--- src/rtl/pipeline_ctrl_if.sv ---
// Handshake bundle between the core's pipeline registers and the stall/flush/redirect sequencer.
// master = pipeline side (raises requests, consumes controls); slave = pipeline_ctrl.
`timescale 1ns/1ps
interface pipeline_ctrl_if #(
   parameter int ADDR_W = 32
);
   logic              stallreq_if;
   logic              stallreq_id;
   logic              stallreq_ex;
   logic              stallreq_mem;
   logic              br;
   logic [ADDR_W-1:0] br_addr;
   logic              halt_req;
   logic              resume;
   logic [5:0]        stall;
   logic              flush_if_id;
   logic              redirect_vld;
   logic [ADDR_W-1:0] redirect_pc;
   logic              halted;
   logic              wdog_timeout;

   modport master (
      output stallreq_if, stallreq_id, stallreq_ex, stallreq_mem,
      output br, br_addr, halt_req, resume,
      input  stall, flush_if_id, redirect_vld, redirect_pc, halted, wdog_timeout
   );

   modport slave (
      input  stallreq_if, stallreq_id, stallreq_ex, stallreq_mem,
      input  br, br_addr, halt_req, resume,
      output stall, flush_if_id, redirect_vld, redirect_pc, halted, wdog_timeout
   );
endinterface

--- src/rtl/pipeline_ctrl.sv ---
// Stall/flush/redirect sequencer for the five-stage core, including the halt/drain/resume FSM.
// Optional stall watchdog enabled by defining STALL_WATCHDOG_EN.
`timescale 1ns/1ps
module pipeline_ctrl #(
   parameter int ADDR_W       = 32,
   parameter int DRAIN_CYCLES = 3,
   parameter int WDOG_LIMIT   = 1024,
   parameter int WDOG_W       = 16
) (
   input logic            clk,
   input logic            rst,
   pipeline_ctrl_if.slave bus
);

   localparam int CNT_W = (DRAIN_CYCLES > 1) ? $clog2(DRAIN_CYCLES) : 1;
   localparam logic [CNT_W-1:0] CNT_LAST = CNT_W'(DRAIN_CYCLES - 1);

   typedef enum logic [1:0] {RUN, DRAIN, HALTED} state_t;

   state_t            state;
   logic [CNT_W-1:0]  cnt;
   logic              pend_vld;
   logic [ADDR_W-1:0] pend_pc;

   logic [5:0]        base;
   logic [5:0]        stall_c;
   logic              id_adv;
   logic              pend_issue;
   logic              br_take;
   logic              direct;
   logic              capture;
   logic              flush_c;
   logic              redir_c;
   logic [ADDR_W-1:0] redir_pc_c;

   always_comb begin
      base       = 6'b000000;
      stall_c    = 6'b000000;
      id_adv     = 1'b0;
      pend_issue = 1'b0;
      br_take    = 1'b0;
      direct     = 1'b0;
      capture    = 1'b0;
      flush_c    = 1'b0;
      redir_c    = 1'b0;
      redir_pc_c = '0;

      if (bus.stallreq_mem)      base = 6'b011111;
      else if (bus.stallreq_ex)  base = 6'b001111;
      else if (bus.stallreq_id)  base = 6'b000111;
      else if (bus.stallreq_if)  base = 6'b000011;

      case (state)
         RUN:     stall_c = base;
         DRAIN:   stall_c = base | 6'b000011;
         default: stall_c = 6'b000011;
      endcase

      id_adv = ~stall_c[2];

      if (state == RUN) begin
         pend_issue = pend_vld & ~stall_c[0];
         // A branch seen alongside a halt is parked so it issues after resume.
         br_take    = bus.br & id_adv & ~pend_vld;
         direct     = br_take & ~stall_c[0] & ~bus.halt_req;
         capture    = br_take & (stall_c[0] | bus.halt_req);
         flush_c    = pend_issue | direct | capture;
         redir_c    = pend_issue | direct;
         redir_pc_c = pend_issue ? pend_pc : bus.br_addr;
      end else begin
         flush_c = 1'b1;
      end
   end

   always_ff @(posedge clk) begin
      if (!rst) begin
         state    <= RUN;
         cnt      <= '0;
         pend_vld <= 1'b0;
         pend_pc  <= '0;
      end else begin
         case (state)
            RUN: begin
               if (pend_issue) pend_vld <= 1'b0;
               if (capture) begin
                  pend_vld <= 1'b1;
                  pend_pc  <= bus.br_addr;
               end
               if (bus.halt_req && id_adv) begin
                  state <= DRAIN;
                  cnt   <= '0;
               end
            end
            DRAIN: begin
               // Drain progress only counts cycles where EX/MEM actually advance.
               if (!stall_c[3] && !stall_c[4]) begin
                  if (cnt == CNT_LAST) state <= HALTED;
                  else                 cnt   <= cnt + 1'b1;
               end
            end
            HALTED: begin
               if (bus.resume) state <= RUN;
            end
            default: state <= RUN;
         endcase
      end
   end

   assign bus.stall        = rst ? stall_c : 6'b000000;
   assign bus.flush_if_id  = rst & flush_c;
   assign bus.redirect_vld = rst & redir_c;
   assign bus.redirect_pc  = rst ? redir_pc_c : '0;
   assign bus.halted       = rst & (state == HALTED);

`ifdef STALL_WATCHDOG_EN
   localparam logic [WDOG_W-1:0] WDOG_MAX  = WDOG_W'(WDOG_LIMIT);
   localparam logic [WDOG_W-1:0] WDOG_PREV = WDOG_W'(WDOG_LIMIT - 1);

   logic [WDOG_W-1:0] wdog_cnt;
   logic              wdog_flag;

   always_ff @(posedge clk) begin
      if (!rst) begin
         wdog_cnt  <= '0;
         wdog_flag <= 1'b0;
      end else if (state == RUN) begin
         if (stall_c != 6'b000000) begin
            if (wdog_cnt != WDOG_MAX) wdog_cnt <= wdog_cnt + 1'b1;
            if (wdog_cnt == WDOG_PREV || wdog_cnt == WDOG_MAX) wdog_flag <= 1'b1;
         end else begin
            wdog_cnt <= '0;
         end
      end
   end

   assign bus.wdog_timeout = rst & wdog_flag;
`else
   // Watchdog parameters remain part of the interface even when the counter is not built.
   localparam logic WDOG_FITS = ((64'(WDOG_LIMIT) >> WDOG_W) == 64'd0);
   assign bus.wdog_timeout = 1'b0 & WDOG_FITS;
`endif

endmodule

--- src/flat_wrapper.sv ---
// flat-port wrapper written by rule: the top's interface ports become plain ports
module pipeline_ctrl_flat 
#(
   parameter int ADDR_W       = 32,
   parameter int DRAIN_CYCLES = 3,
   parameter int WDOG_LIMIT   = 1024,
   parameter int WDOG_W       = 16
)
  (clk, rst, bus_stallreq_if, bus_stallreq_id, bus_stallreq_ex, bus_stallreq_mem, bus_br, bus_br_addr, bus_halt_req, bus_resume, bus_stall, bus_flush_if_id, bus_redirect_vld, bus_redirect_pc, bus_halted, bus_wdog_timeout);
  pipeline_ctrl_if #(.ADDR_W(ADDR_W)) bus_i ();
  input logic clk;
  input logic rst;
  input wire logic [$bits(bus_i.stallreq_if)-1:0] bus_stallreq_if;
  input wire logic [$bits(bus_i.stallreq_id)-1:0] bus_stallreq_id;
  input wire logic [$bits(bus_i.stallreq_ex)-1:0] bus_stallreq_ex;
  input wire logic [$bits(bus_i.stallreq_mem)-1:0] bus_stallreq_mem;
  input wire logic [$bits(bus_i.br)-1:0] bus_br;
  input wire logic [$bits(bus_i.br_addr)-1:0] bus_br_addr;
  input wire logic [$bits(bus_i.halt_req)-1:0] bus_halt_req;
  input wire logic [$bits(bus_i.resume)-1:0] bus_resume;
  output wire logic [$bits(bus_i.stall)-1:0] bus_stall;
  output wire logic [$bits(bus_i.flush_if_id)-1:0] bus_flush_if_id;
  output wire logic [$bits(bus_i.redirect_vld)-1:0] bus_redirect_vld;
  output wire logic [$bits(bus_i.redirect_pc)-1:0] bus_redirect_pc;
  output wire logic [$bits(bus_i.halted)-1:0] bus_halted;
  output wire logic [$bits(bus_i.wdog_timeout)-1:0] bus_wdog_timeout;
  assign bus_i.stallreq_if = bus_stallreq_if;
  assign bus_i.stallreq_id = bus_stallreq_id;
  assign bus_i.stallreq_ex = bus_stallreq_ex;
  assign bus_i.stallreq_mem = bus_stallreq_mem;
  assign bus_i.br = bus_br;
  assign bus_i.br_addr = bus_br_addr;
  assign bus_i.halt_req = bus_halt_req;
  assign bus_i.resume = bus_resume;
  assign bus_stall = bus_i.stall;
  assign bus_flush_if_id = bus_i.flush_if_id;
  assign bus_redirect_vld = bus_i.redirect_vld;
  assign bus_redirect_pc = bus_i.redirect_pc;
  assign bus_halted = bus_i.halted;
  assign bus_wdog_timeout = bus_i.wdog_timeout;
  pipeline_ctrl #(.ADDR_W(ADDR_W), .DRAIN_CYCLES(DRAIN_CYCLES), .WDOG_LIMIT(WDOG_LIMIT), .WDOG_W(WDOG_W)) u_core (.clk(clk), .rst(rst), .bus(bus_i));
endmodule
--- config.mk ---
export PLATFORM = sky130hd
export DESIGN_NAME = pipeline_ctrl_flat
export DESIGN_NICKNAME = d
export VERILOG_FILES = /design/src/rtl/pipeline_ctrl_if.sv /design/src/rtl/pipeline_ctrl.sv /design/src/flat_wrapper.sv
export SDC_FILE = /design/constraint.sdc
export NUM_CORES = 1
export LEC_CHECK = 0
export ABC_CLOCK_PERIOD_IN_PS = 2100
export BUFFER_PORTS_ARGS = -buffer_cell sky130_fd_sc_hd__buf_2
export CORE_MARGIN = 8
export CORE_UTILIZATION = 30
export DETAILED_ROUTE_END_ITERATION = 12
export RECOVER_POWER = 100
export SLEW_MARGIN = 15
export SYNTH_ARGS = -nofsm -noshare
export SYNTH_HDL_FRONTEND = slang
export SYNTH_SLANG_ARGS = --single-unit
--- constraint.sdc ---
create_clock -name clk -period 2.1 [get_ports clk]
set_clock_uncertainty 0.15 [all_clocks]
set_input_delay 0.21 -clock clk [delete_from_list [all_inputs] [get_ports clk]]
set_output_delay 0.21 -clock clk [all_outputs]
set_load 0.02 [all_outputs]
==> results.json <==
{
  "cp-endpoint": "bus_redirect_vld",
  "ys_ff_latch": 37,
  "post_drt_via_cell_ratio": 5.28,
  "worst-r2r-setup-slack_ps": 150,
  "wl_met3_um": 486,
  "portBuffers": 80,
  "ys_warn_count": 0,
  "pin_count": 83,
  "crit_arrival_ps": 1670,
  "slew_viol_final": 0,
  "run_status": "finished clean",
  "syn_area_per_cell_um2": 7.75,
  "leakage_nw": 1.12,
  "crit_family": "simple AND/OR/NAND/NOR gates",
  "synth_area_um2": 2450,
  "r2r-end": "u_core.pend_pc[8]",
  "cp.depth": 5,
  "die-width_um": 106,
  "ys_async_sr_fraction_pct": 0,
  "clk_pin_slew_ps": 70,
  "hold_buffers": 0,
  "critPathRequiredTime_ps": 1740,
  "synth.distinct_cells": 38,
  "swShare_pct": 30.2,
  "cts_buffers": 5,
  "track_usage_pct": 13.2,
  "drtPass1Iterations": 4,
  "h-tree-depth": 2,
  "ys_seq_area_share_pct": 30.3,
  "p_int_mw": 1.09,
  "synth_flop_cell": "dfxtp_1",
  "drc": 0,
  "period_share_pct": 96.5,
  "cts_setup_buffers": 0,
  "fmax_ghz": 0.494,
  "slew_headroom_pct": 59.7,
  "critical_path_buf_inv_count": 2,
  "place_congestion": 0.814,
  "place_ws_ps": 258,
  "pwr-share-clk_pct": 32.1,
  "crit_start": "u_core.state[1]",
  "tightest_slew_ps": 605,
  "met1_length_mm": 3.60,
  "worstPathMaxFanout": 20,
  "routed-wl-met2_mm": 3.47,
  "netSwitchingPower_mw": 0.473,
  "grt_max_degree": 51,
  "reg2reg_depth": 5,
  "antenna_found_initial": 0,
  "combPwrFrac_pct": 21.8,
  "fin_nets": 423,
  "fin_crit_ps": 2030,
  "slowest_delay_ps": 370,
  "finalWorstSetupSlack_ps": 73.8,
  "cp_slowest_cell": "dfxtp_2",
  "die_area_um2": 11300,
  "syn_inst": 316,
  "die_y_um": 106,
  "power.density_nw_per_um2": 526,
  "detail_route.iter0.violations": 96,
  "dpl_cell_area_um2": 2870,
  "vias": 2564,
  "grt_pass1_vias": 2515,
  "ant_nets": 0,
  "regToRegStartpoint": "u_core.state[1]",
  "whs_path_depth": 3,
  "synth-edff-count": 0,
  "seqPwrFrac_pct": 46.1,
  "clockBufferDepth": 2,
  "setup_viol": 0,
  "finalSetupTns_ps": 0,
  "drt_wl_total_mm": 7.64,
  "maxCapViolCount": 0,
  "fillerInstances": 870,
  "crit_path_start_kind": "register",
  "grt_first_pass_wirelength_mm": 12.5,
  "cts_tree": "built",
  "n_antenna_cell": 0,
  "topRoutingLayerUsed": "met4",
  "core_area_um2": 8050,
  "cp_cell_sequence": "nor2_4 -> buf_6 -> nand2_1 -> nor4_2 -> clkbuf_2",
  "hold_viol_final": 0,
  "grt_setup_unrepaired": "true",
  "design_area_um2": 2980,
  "root_buffer": "clkbuf_8",
  "cts.sinks": 37,
  "avgRoutedWirePerCell_um": 15.7,
  "initial_core_util_pct": 30.4,
  "rows": 33,
  "crit_type": "register to output pin",
  "hold_path_class": "primary input to register",
  "hpwl_mm": 5.36,
  "endpoint_kind": "output pin",
  "insertion_delay_ps": 290,
  "final_layout_size_suffix_gt1_share_pct": 29.1,
  "synthToLayoutAreaGrowth_pct": 21.6,
  "whs_ps": 23.3,
  "fin_util_pct": 37.0,
  "grt-ovfl-total": 0,
  "ir_drop_mv": 0.284
}
-- sequential cells by signal, summed over array words and instances, names as in the netlist --
register         flops
u_core.state         2
u_core.cnt           2
u_core.pend_pc      32
u_core.pend_vld      1
-- kinds of logic (layout without fill, tap and decap cells) --
| logic type | after synthesis | after routing | share of synthesized area [%] |
|---|---|---|---|
| compound gates | 77 | 77 | 19.8 |
| buf+inv | 44 | 108 | 11.3 |
| fa+ha+maj | 1 | 1 | 0.511 |
| simple gates | 124 | 124 | 24.8 |
| other cells | 1 | 2 | 0.153 |
| flops | 37 | 37 | 30.3 |
| mux | 32 | 32 | 13.1 |
-- how the worst min path moves through the flow --
stage | end | slack, ps | start
after floorplan | u_core.pend_pc[0] | 200 | bus_br_addr[0]
after global placement | u_core.pend_pc[26] | 290 | u_core.pend_pc[26]
after detailed placement | u_core.pend_pc[22] | 300 | u_core.pend_pc[22]
after CTS | u_core.pend_pc[23] | 20 | bus_br_addr[23]
after global routing | u_core.pend_pc[23] | 30 | bus_br_addr[23]
final | u_core.pend_pc[23] | 20 | bus_br_addr[23]
-- timing repair --
action,in CTS,in global routing
pin swaps,0,0
resized for setup,1,9
setup endpoints to repair,1,31
-- synthesized netlist by cell type (3+ instances only) --
master | n | share of area, %
buf_12 | 3 | 2.5
nor3_1 | 3 | 0.61
nand4_1 | 32 | 8.2
o31ai_1 | 32 | 9.8
nand2_1 | 69 | 11
a21oi_1 | 34 | 6.9
clkbuf_1 | 26 | 4.0
nor2b_1 | 3 | 0.77
inv_1 | 3 | 0.46
nor2_1 | 5 | 0.77
buf_4 | 3 | 0.92
buf_8 | 3 | 1.8
mux2i_1 | 32 | 13
dfxtp_1 | 37 | 30
-- power groups by stage --
stage / registers [mW] / clock network [mW] / logic, mW
after floorplan: 0.735 / 0 / 0.222
after global placement: 0.737 / 0 / 0.337
after detailed placement: 0.738 / 0 / 0.340
after CTS: 0.722 / 0.517 / 0.342
after global routing: 0.724 / 0.547 / 0.375
final: 0.722 / 0.503 / 0.341
-- placed cells by master, fill, tap and decap left out, types with 6 or more instances in the layout --
cell / n
clkbuf_8: 6
a21oi_1: 34
nand4_1: 32
buf_4: 15
o31ai_1: 30
nand2_1: 68
buf_2: 50
clkbuf_2: 26
mux2i_1: 32
dfxtp_1: 34
-- tightest hold or removal path, stage by stage --
cell and delay [ps]:
buf_2 100, nand2_1 50, mux2i_1 50
-- layout make-up --
type	instances	area (µm²)	share of cell area [%]
clock buffers	7	86.3	2.90
inverters	3	11.3	0.378
multi-input cells	236	1460	49.1
flip-flops and latches	37	744	25.0
well taps	105	131	4.41
repair buffers	98	542	18.2
-- routing by layer --
metal	vias up	GRT usage [%]
li1	1267	-
met1	1211	17.0
met2	77	21.4
met3	9	3.21
met4	0	3.32
met5	-	0
-- through the flow --
stage	std cells	power, mW
finish	486	1.57
global route	486	1.65
CTS	486	1.58
detailed placement	479	1.08
global placement	479	1.07
floorplan	317	0.956
(Power assumes the default switching activity.)
